===== config.mk =====
export PLATFORM = sky130hd
export DESIGN_NAME = zorro_int_ctrl
export DESIGN_NICKNAME = d
export VERILOG_FILES = /design/src/rtl/zorro_int_ctrl.sv
export SDC_FILE = /design/constraint.sdc
export NUM_CORES = 1
export LEC_CHECK = 0
export BUFFER_PORTS_ARGS = -buffer_cell sky130_fd_sc_hd__clkbuf_2
export CAP_MARGIN = 40
export CORE_AREA = 2 2 84 86
export DETAILED_ROUTE_END_ITERATION = 6
export DIE_AREA = 0 0 86 88
export GPL_ROUTABILITY_DRIVEN = 0
export GPL_TIMING_DRIVEN = 0
export PLACE_DENSITY = 0.59
export SYNTH_ARGS = -nofsm -noshare
export SYNTH_HDL_FRONTEND = slang
export SYNTH_SLANG_ARGS = --single-unit

===== constraint.sdc =====
create_clock -name CLK -period 1.7 [get_ports CLK]
set_input_delay 0.255 -clock CLK [delete_from_list [all_inputs] [get_ports CLK]]
set_output_delay 0.255 -clock CLK [all_outputs]
set_load 0.02 [all_outputs]

===== src/rtl/zorro_int_ctrl.sv =====
// Zorro bus interrupt controller: synchronised sources, mask/vector registers, IACK responder.
// Optional macro ZINT_STATUS_READ_EN makes register reads claimable (vector/mask/pending readback).
module zorro_int_ctrl #(
  parameter int unsigned NUM_SRC    = 4,
  parameter logic [6:0]  BASE_MATCH = 7'h44,
  parameter logic [2:0]  INT_LEVEL  = 3'd2
) (
  input  logic               CLK,
  input  logic               RESET_n,
  input  logic               FCS_n,
  input  logic               DS0_n,
  input  logic               MTCR_n,
  input  logic               READ,
  input  logic               LOCK,
  input  logic               configured,
  input  logic [2:0]         FC,
  input  logic [23:1]        ADDR,
  input  logic [7:0]         DIN,
  input  logic [NUM_SRC-1:0] SRC_INT_n,
  output logic               INT_OE,
  output logic               SLAVE_n,
  output logic               DTACK_n,
  output logic [7:0]         DOUT,
  output logic               DOE
);

  typedef enum logic [2:0] {
    StIdle, StReg, StIackPoll, StIackSlv, StAck, StWaitEnd
  } state_e;

  state_e             state_q;
  logic [NUM_SRC-1:0] sync1_q, sync2_q, pending_q, mask_q;
  logic [7:0]         vector_q;
  logic               assigned_q;
  logic [2:0]         winner_q;
  logic [1:0]         reg_off_q;
  logic               reg_rd_q;

  logic [NUM_SRC-1:0] active, pend_clr;
  logic [2:0]         win_idx;
  logic               reg_hit, reg_claim, iack_hit, iack_ack;
  logic               unused_addr;

  assign unused_addr = ^ADDR[16:4];
  assign active      = pending_q & ~mask_q;
  assign INT_OE      = configured & assigned_q & (|active);

  assign reg_hit = configured & ~FCS_n & ~LOCK & (ADDR[23:17] == BASE_MATCH) & (FC != 3'b111);
`ifdef ZINT_STATUS_READ_EN
  assign reg_claim = reg_hit;
`else
  assign reg_claim = reg_hit & ~READ;
`endif
  assign iack_hit = (FC == 3'b111) & READ & (ADDR[3:1] == INT_LEVEL) & ~FCS_n & assigned_q &
                    (|active);
  assign iack_ack = (state_q == StIackSlv) & ~FCS_n & ~DS0_n;

  // Lowest-index unmasked pending source wins arbitration.
  always_comb begin
    win_idx = '0;
    for (int i = NUM_SRC - 1; i >= 0; i--) begin
      if (active[i]) win_idx = 3'(i);
    end
  end

  always_comb begin
    pend_clr = '0;
    for (int i = 0; i < NUM_SRC; i++) begin
      pend_clr[i] = iack_ack && (winner_q == 3'(i));
    end
  end

`ifdef ZINT_STATUS_READ_EN
  logic [7:0] mask_ext, pend_ext, rd_data;
  always_comb begin
    mask_ext = '0;
    pend_ext = '0;
    mask_ext[NUM_SRC-1:0] = mask_q;
    pend_ext[NUM_SRC-1:0] = pending_q;
    unique case (reg_off_q)
      2'd0:    rd_data = vector_q;
      2'd1:    rd_data = mask_ext;
      2'd2:    rd_data = pend_ext;
      default: rd_data = 8'h00;
    endcase
  end
`endif

  // A still-asserted source re-sets pending on the same edge that clears it.
  always_ff @(posedge CLK or negedge RESET_n) begin
    if (!RESET_n) begin
      sync1_q   <= '1;
      sync2_q   <= '1;
      pending_q <= '0;
    end else begin
      sync1_q   <= SRC_INT_n;
      sync2_q   <= sync1_q;
      pending_q <= (pending_q & ~pend_clr) | ~sync2_q;
    end
  end

  always_ff @(posedge CLK or negedge RESET_n) begin
    if (!RESET_n) begin
      state_q    <= StIdle;
      mask_q     <= '0;
      vector_q   <= 8'h0F;
      assigned_q <= 1'b0;
      winner_q   <= '0;
      reg_off_q  <= '0;
      reg_rd_q   <= 1'b0;
      SLAVE_n    <= 1'b1;
      DTACK_n    <= 1'b1;
      DOUT       <= 8'h00;
      DOE        <= 1'b0;
    end else if (FCS_n) begin
      // Strobe released: end of cycle or abort, either way drop the bus.
      state_q <= StIdle;
      SLAVE_n <= 1'b1;
      DTACK_n <= 1'b1;
      DOUT    <= 8'h00;
      DOE     <= 1'b0;
    end else begin
      unique case (state_q)
        StIdle: begin
          if (reg_claim) begin
            state_q   <= StReg;
            SLAVE_n   <= 1'b0;
            reg_off_q <= ADDR[3:2];
            reg_rd_q  <= READ;
          end else if (iack_hit) begin
            state_q  <= StIackPoll;
            winner_q <= win_idx;
          end
        end
        StReg: begin
          if (!DS0_n) begin
            state_q <= StAck;
            DTACK_n <= 1'b0;
            DOE     <= 1'b1;
            if (!reg_rd_q) begin
              if (reg_off_q == 2'd0) begin
                vector_q   <= DIN;
                assigned_q <= 1'b1;
              end else if (reg_off_q == 2'd1) begin
                mask_q <= DIN[NUM_SRC-1:0];
              end
            end
`ifdef ZINT_STATUS_READ_EN
            else DOUT <= rd_data;
`endif
          end
        end
        StIackPoll: begin
          if (!MTCR_n) begin
            state_q <= StIackSlv;
            SLAVE_n <= 1'b0;
          end
        end
        StIackSlv: begin
          if (!DS0_n) begin
            state_q <= StAck;
            DTACK_n <= 1'b0;
            DOE     <= 1'b1;
            DOUT    <= vector_q + {5'b0, winner_q};
          end
        end
        StAck:     state_q <= StWaitEnd;
        StWaitEnd: state_q <= StWaitEnd;
        default:   state_q <= StIdle;
      endcase
    end
  end

endmodule


=== Yosys cells after proc, flatten, opt, wreduce, memory -nomap -nowiden ===
Cells that the tools add are included.

* Register bits after elaboration: 45
* Input port bits: 46
* Logic and storage cells: 104
* Output and inout port bits: 12

* Bitwise gates (word level): 27
* Add/sub/neg operators: 1
* Mux-type cells: 23
* Equal/unequal tests: 18
* Reductions and logical operators: 21

{| class="wikitable"
|+ Operator list
! operator !! count
|-
| two-way mux 8 bit || 3
|-
| two-way mux 3 bit || 6
|-
| == test 3 x 2 -> 1 bit (second input constant) || 5
|-
| bitwise AND 1 bit || 14
|-
| inequality test 3 bit (second input constant) || 4
|-
| inverter 4 bit || 3
|-
| one-hot mux 3 bit (4 select lines) || 1
|-
| == test 3 bit (second input constant) || 3
|-
| two-way mux 1 bit || 9
|-
| AND reduction 3 bit || 3
|-
| adder 8 x 3 -> 8 bit || 1
|-
| bitwise AND 4 bit || 2
|-
| == test 7 bit (second input constant) || 1
|-
| inverter 1 bit || 7
|-
| == test 3 x 1 -> 1 bit (second input constant) || 2
|-
| logical NOT 3 bit || 2
|-
| two-way mux 2 bit || 3
|-
| AND reduction 6 bit || 1
|-
| AND reduction 5 bit || 1
|-
| logical AND 1 bit || 4
|-
| inequality test 4 bit (second input constant) || 1
|-
| OR 4 bit || 1
|-
| AND reduction 2 bit || 2
|-
| AND reduction 4 bit || 1
|-
| 8 further kinds || 10
|}

=== Longest topological paths before layout ===
* Depth in word-level cells: 10
* Mapped depth: 6
* Depth with buffers taken out: 6

=== Worst setup path before layout ===
No wires, ideal clock.

* Path kind: reg2reg
* From: reg state_q[2]
* To: reg vector_q[4]
* Buffers on the path: 1
* Library setup time: 125 ps
* Arrival time: 1531 ps
* Data required time: 1575 ps
* Clock period less this slack: 1656 ps
* Cell stages (with the launch flop): 6
* Path slack: 44 ps
* Cells stage by stage: dfrtp_1 buf_6 nor4b_4 nand2_2 nor2_4 mux2_2

* Longest elaborated chain between the ends: 2

{| class="wikitable"
|+ Ends and longest elaborated chain
! item !! RTL line !! text
|-
| start: declaration || 31 || <nowiki>state_e state_q;</nowiki>
|-
| start signal: assignment || 104 || <nowiki>state_q <= StIdle;</nowiki>
|-
| start signal: assignment || 117 || <nowiki>state_q <= StIdle;</nowiki>
|-
| start signal: assignment || 126 || <nowiki>state_q <= StReg;</nowiki>
|-
| == test 3 x 1 -> 1 bit || 123 || <nowiki>unique case (state_q)</nowiki>
|-
| AND reduction 5 bit (no line) || -- ||
|-
| end signal: assignment || 106 || <nowiki>vector_q <= 8'h0F;</nowiki>
|-
| end signal: assignment || 142 || <nowiki>vector_q <= DIN;</nowiki>
|-
| end: declaration || 33 || <nowiki>logic [7:0] vector_q;</nowiki>
|}

Every way passes these cells.
A chain may end at the register's enable or synchronous reset.

=== Final worst setup path ===
* From: reg pending_q[0]
* To: out INT_OE

* Longest elaborated chain between the ends: 3

{| class="wikitable"
|+ Ends and longest elaborated chain
! item !! RTL line !! text
|-
| start: declaration || 32 || <nowiki>logic [NUM_SRC-1:0] sync1_q, sync2_q, pending_q, mask_q;</nowiki>
|-
| start signal: assignment || 98 || <nowiki>pending_q <= (pending_q & ~pend_clr) | ~sync2_q;</nowiki>
|-
| bitwise AND 4 bit || 45 || <nowiki>assign active = pending_q & ~mask_q;</nowiki>
|-
| OR reduction 4 bit || 46 || <nowiki>assign INT_OE = configured & assigned_q & (|active);</nowiki>
|-
| bitwise AND 1 bit || 46 ||
|-
| end: declaration || 20 || <nowiki>output logic INT_OE,</nowiki>
|}

Every way passes these cells.

==> key figures <==
Status
  – Result of the run: complete, but fails checks
  – Violated checks: negative setup slack

Worst setup path
  – Reg-to-reg critical path startpoint: mask_q[1]
  – Data arrival at the endpoint of the critical path: roughly 1.6 ns
  – Sort of element at the end of the critical path: output port
  – Peak per-stage delay on the critical path: 0.42 ns
  – CP Buf/Inv Count: 1
  – Kind of cell adding the most delay to the critical path: compound AO/OA/AOI/OAI gates
  – Slowest stage cell, crit path: o41ai_4
  – Source of the critical timing path: pending_q[0]
  – Setup slack of the most critical reg-to-reg path: around 0.010 ns
  – Cells along the critical path: and2b_2 -> o41ai_4 -> nor2_1 -> buf_2
  – Worst setup SP type: register
  – Critical Setup Path Class: register to output port
  – Highest fanout seen on the critical path: 3
  – Required time worst endpoint: ~1.4 ns

Drt
  – Avg Vias per Cell: 4.58
  – Routed length per placed instance: approximately 13 um
  – 1st-iter DRT viols: 26
  – Overall routed net length: slightly below 4000 um
  – Routed via count: about 1,400
  – Number of nets with antenna violations after routing: 0
  – Iteration count of the initial detailed-routing pass: 3
  – DR DRC count: 0

Cells and area
  – Fraction of layout cells with a size suffix above 1: about half
  – Highest-count cells in the layout ignoring fill and taps: 42 x clkbuf_2, 29 x dfrtp_1, 14 x dfstp_2, 14 x nand2_1, 14 x mux2_2
  – Non-filler cells in the finished layout: between 200 and 300
  – Number of antenna repair diodes: 0
  – Most frequent standard cell in the layout excluding fill and tap cells: clkbuf_2
  – Layout Area Growth over Synthesis: 27.7%
  – Count of filler cells inserted in the layout: 662
  – Layout Utilization: ~38%
  – Fin nets: around 270

Placement
  – Worst setup slack after placement: -0.203 ns
  – IO Port Bufs: 43
  – Placed insts: ~280
  – Sum of net half-perimeters after detailed placement: 2810 um

Synth
  – EDFF count, synth: 0
  – Async set-reset flop share out of synthesis: 100%
  – Part of the Yosys area used for sequential elements: a little under three fifths
  – Number of distinct standard cells referenced by the synthesized netlist: between 40 and 50
  – Synthesized area per cell: between 10 and 15 um2
  – Post-synthesis cell area: slightly below 2000 um2
  – Number of register bits inferred by synthesis: 44
  – Synthesized netlist net count: roughly 210
  – Leading register cell type out of synthesis: dfrtp_1
  – Number of warnings reported in the yosys synthesis log: 0
  – Instance count of the mapped netlist: around 160

Timing
  – Post-route setup slack: -0.110 ns
  – Slew margin rel.: around two thirds
  – Smallest hold slack: ~0.033 ns
  – Slew of the pin with the lowest slew margin: about 0.49 ns
  – Number of setup violations in the final report: 1
  – Final critical delay including setup and external delays: about 1.8 ns
  – Period Utilization, post-route: 106%
  – Final Hold Fails: 0
  – Unrepaired setup endpoints after global routing: yes
  – Setup clock skew after layout: 0.00587 ns
  – Max-slew violations: 0
  – Highest attainable clock frequency: roughly 550 MHz

Clocking
  – Library cell used as clock root buffer: clkbuf_8
  – Clk Latency, worst-skew pair: 0.30 ns
  – CTS buffer count: 5
  – Clock slew at reported path FFs: approximately 0.080 ns
  – Buffer depth of the longest clock path: 2
  – Htree depth: 2
  – Clock sink total: 44
  – CTS tree: done

Floorplanning
  – Top-level I/O count: 58
  – Vert. Die Dim: 88 um
  – Initial standard-cell utilization of the core: around 29%
  – Placeable Area: between 6000 and 7000 um2
  – Number of placement rows: 30
  – Die area: between 7000 and 8000 um2
  – Width of the die: roughly 86 um

Power and ir drop
  – Overall power after layout: 0.00184 W
  – Power density of the placed cells: about 730 nW/um2
  – Max VDD drop: ~0.5 mV
  – Leakage power: between 1 and 1.5 nW

Global routing
  – Total global-route track usage: a little under an eighth
  – Number of antenna violations at the first check in global routing: 0
  – Wire length of the first global-routing pass: approximately 6600 um
  – Vias in the first global route: roughly 1,400
  – Remaining Overflow, GRT: 0
  – Pin count of the biggest net entering global routing: 27

Job
  – Number of max-cap violations: 0

Min path
  – Worst hold-check path type: primary input to register
  – Launch point of the worst hold path: SRC_INT_n[2]
## area by class of cell
type	count	area (um2)	area share, %
timing repair buffer	54	313	12.5
clock buffer	6	82.6	3.30
sequential	44	1120	44.7
clock inverter	2	10.0	0.400
inverter	5	18.8	0.750
buffer	2	16.3	0.650
multi-input combinational	106	842	33.7
tap	80	100	4.00
## cell usage after synthesis, drive strengths merged, types with 2 or more instances
master / count / share of area (%)
xnor2: 5 / 2.2
nor2: 11 / 2.5
or4: 2 / 0.96
nor3: 3 / 0.77
nor3b: 2 / 0.77
nand2: 15 / 3.0
nand2b: 2 / 0.64
dfstp: 14 / 19
mux2: 16 / 9.2
and2b: 5 / 1.9
inv: 5 / 0.96
o21ai: 8 / 2.0
buf: 3 / 1.4
nand3: 5 / 1.3
o31ai: 2 / 0.77
a32o: 2 / 1.0
dfrtp: 30 / 38
nor4b: 3 / 2.1
a21oi: 6 / 1.5
ha: 2 / 1.3
## through the flow
stage / setup TNS (ns) / area (um2)
finish: -0.110 / 2500
global route: -0.308 / 2500
CTS: -0.257 / 2470
detailed placement: -2.26 / 2290
global placement: -1.71 / 2270
floorplan: 0 / 1960
## routing by layer
metal / track usage [%] / part of all wire, % / wire length [um]
met5: 0 / 0 / 0
met3: 4.05 / 5.7 / 218
met4: 5.05 / 1.7 / 65
met1: 13.8 / 44 / 1690
met2: 17.9 / 49 / 1880
## timing repair
item	CTS	global route
gates resized for setup	5	9
hold endpoints to repair	9	0
cloned	1	0
hold buffers	1	0
buffers inserted	7	2
pin swaps	5	2
endpoints found under the setup margin	21	14
## power breakdown
group	total, W	internal (W)	switching (W)
combinational	0.0000969	0.0000465	0.0000504
sequential	0.00107	0.00107	0.00000520
clock	0.000667	0.000324	0.000343
## flip-flops by register name, summed over array words and instances, names as in the netlist
| register | count |
|---|---|
| DOE | 1 |
| sync2_q | 4 |
| state_q | 3 |
| reg_rd_q | 1 |
| reg_off_q | 2 |
| winner_q | 2 |
| DTACK_n | 1 |
| SLAVE_n | 1 |
| DOUT | 8 |
| assigned_q | 1 |
| pending_q | 4 |
| sync1_q | 4 |
| mask_q | 4 |
| vector_q | 8 |
## worst paths after layout
kind                                 to  depth (start not counted)
hold reg to reg              sync2_q[1]                          0
min in group asynchronous  pending_q[2]                          2
max in group asynchronous   vector_q[2]                          3
setup reg to reg            winner_q[0]                          5
hold / removal               sync1_q[2]                          1
setup / recovery                 INT_OE                          4
## cells by family after synthesis
family,Yosys count,synth area share [%]
muxes,16,9.20
AOI/OAI and AO/OA,24,8.94
DFF,44,57.1
xor gates and xnor gates,6,2.68
buffers and inverters,8,2.36
and+or+nand+nor,56,17.4
adders and majority gates,3,2.30
(Power assumes the default switching activity.)
